[src/rtl/uart_rx.sv]
// UART receiver: 2-flop line synchroniser, start-edge detection, mid-bit sampling
// of SIZE data bits (LSB first) and stop-bit framing check at OVS x bit rate.
module uart_rx #(
    parameter int SIZE = 8,
    parameter int OVS  = 16
) (
    input  logic            RXC,
    input  logic            RX_RST_N,
    input  logic            RXD,
    output logic [SIZE-1:0] RXDATA,
    output logic            RX_VALID,
    output logic            RX_ERR,
    output logic            RX_BUSY
);

    localparam int CW = $clog2(OVS);
    localparam int BW = $clog2(SIZE + 1);

    localparam logic [CW-1:0] HALF_LAST = CW'(OVS / 2 - 1);
    localparam logic [CW-1:0] FULL_LAST = CW'(OVS - 1);
    localparam logic [BW-1:0] BIT_LAST  = BW'(SIZE - 1);

    typedef enum logic [2:0] {
        IDLE,
        START,
        DATA,
        STOP,
        WAIT_HI
    } state_t;

    state_t            state_reg, state_next;
    logic [1:0]        sync_reg;
    logic [CW-1:0]     cnt_reg, cnt_next;
    logic [BW-1:0]     bit_cnt_reg, bit_cnt_next;
    logic [SIZE-1:0]   shift_reg, shift_next;
    logic [SIZE-1:0]   data_reg, data_next;
    logic              valid_reg, valid_next;
    logic              err_reg, err_next;
    logic              s2;

    // sync_reg[0] is the first (metastable-prone) stage; only sync_reg[1] is used
    assign s2 = sync_reg[1];

    always_ff @(posedge RXC) begin
        if (!RX_RST_N) begin
            sync_reg    <= 2'b11;
            state_reg   <= IDLE;
            cnt_reg     <= '0;
            bit_cnt_reg <= '0;
            shift_reg   <= '0;
            data_reg    <= '0;
            valid_reg   <= 1'b0;
            err_reg     <= 1'b0;
        end else begin
            sync_reg    <= {sync_reg[0], RXD};
            state_reg   <= state_next;
            cnt_reg     <= cnt_next;
            bit_cnt_reg <= bit_cnt_next;
            shift_reg   <= shift_next;
            data_reg    <= data_next;
            valid_reg   <= valid_next;
            err_reg     <= err_next;
        end
    end

    always_comb begin
        state_next   = state_reg;
        cnt_next     = cnt_reg;
        bit_cnt_next = bit_cnt_reg;
        shift_next   = shift_reg;
        data_next    = data_reg;
        valid_next   = 1'b0;
        err_next     = 1'b0;

        case (state_reg)
            IDLE: begin
                if (!s2) begin
                    state_next = START;
                    cnt_next   = '0;
                end
            end

            START: begin
                // Re-check the line half a bit in to reject glitches
                if (cnt_reg == HALF_LAST) begin
                    cnt_next = '0;
                    if (!s2) begin
                        state_next   = DATA;
                        bit_cnt_next = '0;
                    end else begin
                        state_next = IDLE;
                    end
                end else begin
                    cnt_next = cnt_reg + CW'(1);
                end
            end

            DATA: begin
                if (cnt_reg == FULL_LAST) begin
                    cnt_next     = '0;
                    shift_next   = {s2, shift_reg[SIZE-1:1]};
                    bit_cnt_next = bit_cnt_reg + BW'(1);
                    if (bit_cnt_reg == BIT_LAST) begin
                        state_next = STOP;
                    end
                end else begin
                    cnt_next = cnt_reg + CW'(1);
                end
            end

            STOP: begin
                if (cnt_reg == FULL_LAST) begin
                    cnt_next = '0;
                    if (s2) begin
                        data_next  = shift_reg;
                        valid_next = 1'b1;
                        state_next = IDLE;
                    end else begin
                        err_next   = 1'b1;
                        state_next = WAIT_HI;
                    end
                end else begin
                    cnt_next = cnt_reg + CW'(1);
                end
            end

            // A held-low line (break) must return high before a new start is accepted
            WAIT_HI: begin
                if (s2) begin
                    state_next = IDLE;
                end
            end

            default: begin
                state_next = IDLE;
            end
        endcase
    end

    assign RXDATA   = data_reg;
    assign RX_VALID = valid_reg;
    assign RX_ERR   = err_reg;
    assign RX_BUSY  = (state_reg != IDLE);

endmodule

[config.mk]
export PLATFORM = sky130hd
export DESIGN_NAME = uart_rx
export DESIGN_NICKNAME = d
export VERILOG_FILES = /design/src/rtl/uart_rx.sv
export SDC_FILE = /design/constraint.sdc
export NUM_CORES = 1
export LEC_CHECK = 0
export ABC_AREA = 1
export BUFFER_PORTS_ARGS = -buffer_cell sky130_fd_sc_hd__buf_2
export CAP_MARGIN = 20
export CORE_MARGIN = 4
export CORE_UTILIZATION = 55
export CTS_CLUSTER_DIAMETER = 120
export DETAILED_ROUTE_END_ITERATION = 7
export GPL_TIMING_DRIVEN = 0
export HOLD_SLACK_MARGIN = 0.15
export PLACE_DENSITY = 0.75
export RECOVER_POWER = 25
export SYNTH_ARGS = -nofsm -noshare
export SYNTH_HDL_FRONTEND = slang
export SYNTH_SLANG_ARGS = --single-unit
[constraint.sdc]
create_clock -name RXC -period 1.7 [get_ports RXC]
set_input_delay 0.34 -clock RXC [delete_from_list [all_inputs] [get_ports RXC]]
set_output_delay 0.34 -clock RXC [all_outputs]
set_load 0.05 [all_outputs]
==> impl_metrics.csv <==
group,metric,value,unit
critical_path,crit_path_end_kind,"output pin",
sta,final-hold-violation-count,0,
grt,use_met3,6.109,%
clock_network,htree_levels,2,
floorplan,dieArea,0.003269,mm2
run_status,status,"complete, no violations",
power,peakVddDrop,807.7,uV
sta,tightest_slew,596.1,ps
floorplan,start_util,58.99,%
grt,busiest_layer,"met2",
clock_network,worstSkewPairLatency,320,ps
clock_network,root_buffer,"clkbuf_4",
grt,grtUsageMet2,29.69,%
place,port_buffers,13,
yosys,syn_area_per_cell,7.557,um2
floorplan,die_h,57.18,um
floorplan,io_pins,14,
grt,grt_pass1_vias,1062,
drt,vias,1182,
worst_hold_path,holdPathStages,2,
place,gp_congestion,0.7835,
power,p_clk_share,19.5,%
grt,grt_overflow,0,
final_layout,fin_area,0.001471,mm2
floorplan,core_area,0.002255,mm2
critical_path,startpoint_type,"flip-flop",
sta,setup_violations,0,
sta,slew_violations,0,
power,power_frac_seq,44.2,%
final_layout,nNetsFinal,203,
drt,totalWireLength,2621,um
drt,drc,0,
power,intPower,1139,uW
clock_network,holdBufCountCts,0,
yosys,yosys_warnings,0,
place,dp_hpwl,1864,um
place,placed_area,0.001430,mm2
worst_hold_path,hp-class,"primary input to flip-flop",
critical_path,rr_worst_depth,6,
clock_network,cts_tree,"done",
final_layout,antenna_cells,0,
drt,wire_per_inst,11.65,um
floorplan,dieWidth,57.18,um
clock_network,clockBufferDepth,2,
final_layout,drive_above_1_share,13.20,%
sta,max-slew-margin-rel,60.43,%
drt,first_pass_iters,4,
power,power_frac_comb,36.3,%
critical_path,worst-path-max-fanout,8,
drt,vias_per_cell,5.253,
critical_path,critPathArrivalTime,1250,ps
critical_path,required,1360,ps
clock_network,numCtsBuffers,5,
sta,rsz0062_at_grt,"false",
sta,finalCritPeriodShare,93.46,%
yosys,syn-num-nets,181,
critical_path,path_class,"flip-flop to output pin",
floorplan,row_count,17,
sta,fin_tns_setup,0,ps
sta,clock_skew,10.43,ps
grt,use_met1,21.03,%
job,max_cap_viol_count,0,
yosys,synth_seq_cells,31,
clock_network,cts.sinks,31,
grt,grt_use_total,18.10,%
yosys,yosysSeqAreaShare,46.66,%
power,power_density,1276,mW/mm2
grt,antenna_found_initial,0,
final_layout,area_growth,10.63,%
grt,grt_max_degree,11,
sta,fmaxAchievable,0.6294,GHz
yosys,synth_cell_type_count,26,
power,switching_share,39.32,%
drt,drt_iter0_drc,25,
sta,whs,203.8,ps
yosys,netlist_area,0.001330,mm2
yosys,synthCells,176,
power,switchingPower,738.0,uW
drt,route.antenna.remaining_nets,0,
grt,grt_pass1_wl,4540,um
clock_network,clk_pin_slew,90,ps
sta,period_minus_slack,1589,ps
power,p_leak,0.0006828,uW
[cell families after synthesis]
logic type,share of synthesized area [%]
adders and majority gates,1.881
AOI/OAI and AO/OA,12.89
and+or+nand+nor,30.67
DFF,46.66
xor gates and xnor gates,1.976
buffers and inverters,5.926
[cells in the mapped netlist]
library cell | instances | share of area [%]
o21ai_2 | 1 | 0.66
nand4_1 | 3 | 1.4
inv_2 | 2 | 0.56
ha_1 | 2 | 1.9
a31oi_1 | 2 | 0.94
nand2_1 | 23 | 6.5
nand3_2 | 2 | 1.5
nor2_1 | 45 | 13
clkbuf_1 | 3 | 0.85
o21a_1 | 1 | 0.56
xnor2_1 | 1 | 0.66
nor2_4 | 1 | 0.85
o21ai_1 | 1 | 0.38
or2_2 | 2 | 0.94
xor2_1 | 2 | 1.3
a21oi_1 | 7 | 2.6
nand3_4 | 1 | 1.3
nor3_1 | 1 | 0.38
a22oi_1 | 1 | 0.56
dfxtp_1 | 31 | 47
inv_1 | 12 | 3.4
buf_4 | 2 | 1.1
nor2_2 | 1 | 0.47
nand3_1 | 9 | 3.4
o21ai_0 | 19 | 7.1
nor3_4 | 1 | 1.2
[timing repair]
item                                    CTS  global route
setup buffers                             0             2
gates resized for setup                   0             0
endpoints found under the setup margin    0             8
[cell type report]
cell class / count / area (um2)
fillers: 222 / 783.3
multi-input cells: 126 / 623.1
flip-flops and latches: 31 / 620.6
repair buffers: 15 / 72.57
inverters: 14 / 52.55
clock buffers: 6 / 41.29
well taps: 28 / 35.03
plain buffers: 5 / 26.28
[routing by layer]
metal	vias to the layer above	part of all wire, %
li1	615	-
met1	539	45
met2	24	49
met3	4	4.7
met4	0	1.3
met5	-	0
[path summary, 6_finish.rpt]
| path | endpoint | slack [ps] | startpoint |
|---|---|---|---|
| worst max-delay path | RX_BUSY | 110 | state_reg[0] |
| worst max register to register | RXDATA[5] | 200 | cnt_reg[0] |
| worst min-delay path | sync_reg[0] | 200 | RXD |
| worst min register to register | sync_reg[1] | 410 | sync_reg[0] |
[critical path, stage by stage, from the launching register on]
cell and delay, ps:
dfxtp_1 320, buf_4 150, nor2_1 180, nand2_1 70, buf_2 210
[power groups by stage]
stage	Clock, uW	Combinational (uW)	Sequential [uW]
global route	417	769	839
finish	366	682	829
detailed placement	0	694	851
floorplan	0	571	841
global placement	0	677	851
CTS	381	697	834
[layout by cell type (no fill, tap or decap), drive strengths merged]
cell type  Yosys  final
a21oi          7      7
a22oi          1      1
a31oi          2      2
buf            2     11
clkbuf         3     15
dfxtp         31     31
ha             2      2
inv           14     14
nand2         23     23
nand3         12     12
nand4          3      3
nor2          47     47
nor3           2      2
o21a           1      1
o21ai         21     21
or2            2      2
xnor2          1      1
xor2           2      2
[metrics by stage]
step	instances	worst slack [ps]	util, %	total power (uW)
2_1_floorplan	176	357.0	-	1412
3_3_place_gp	217	111.3	63.43	1528
3_5_place_dp	217	66.34	63.43	1545
4_1_cts	223	50.23	65.26	1911
5_1_grt	225	26.30	65.26	2024
6_report	225	111.2	65.26	1877
Power figures use the tool's default switching activity.
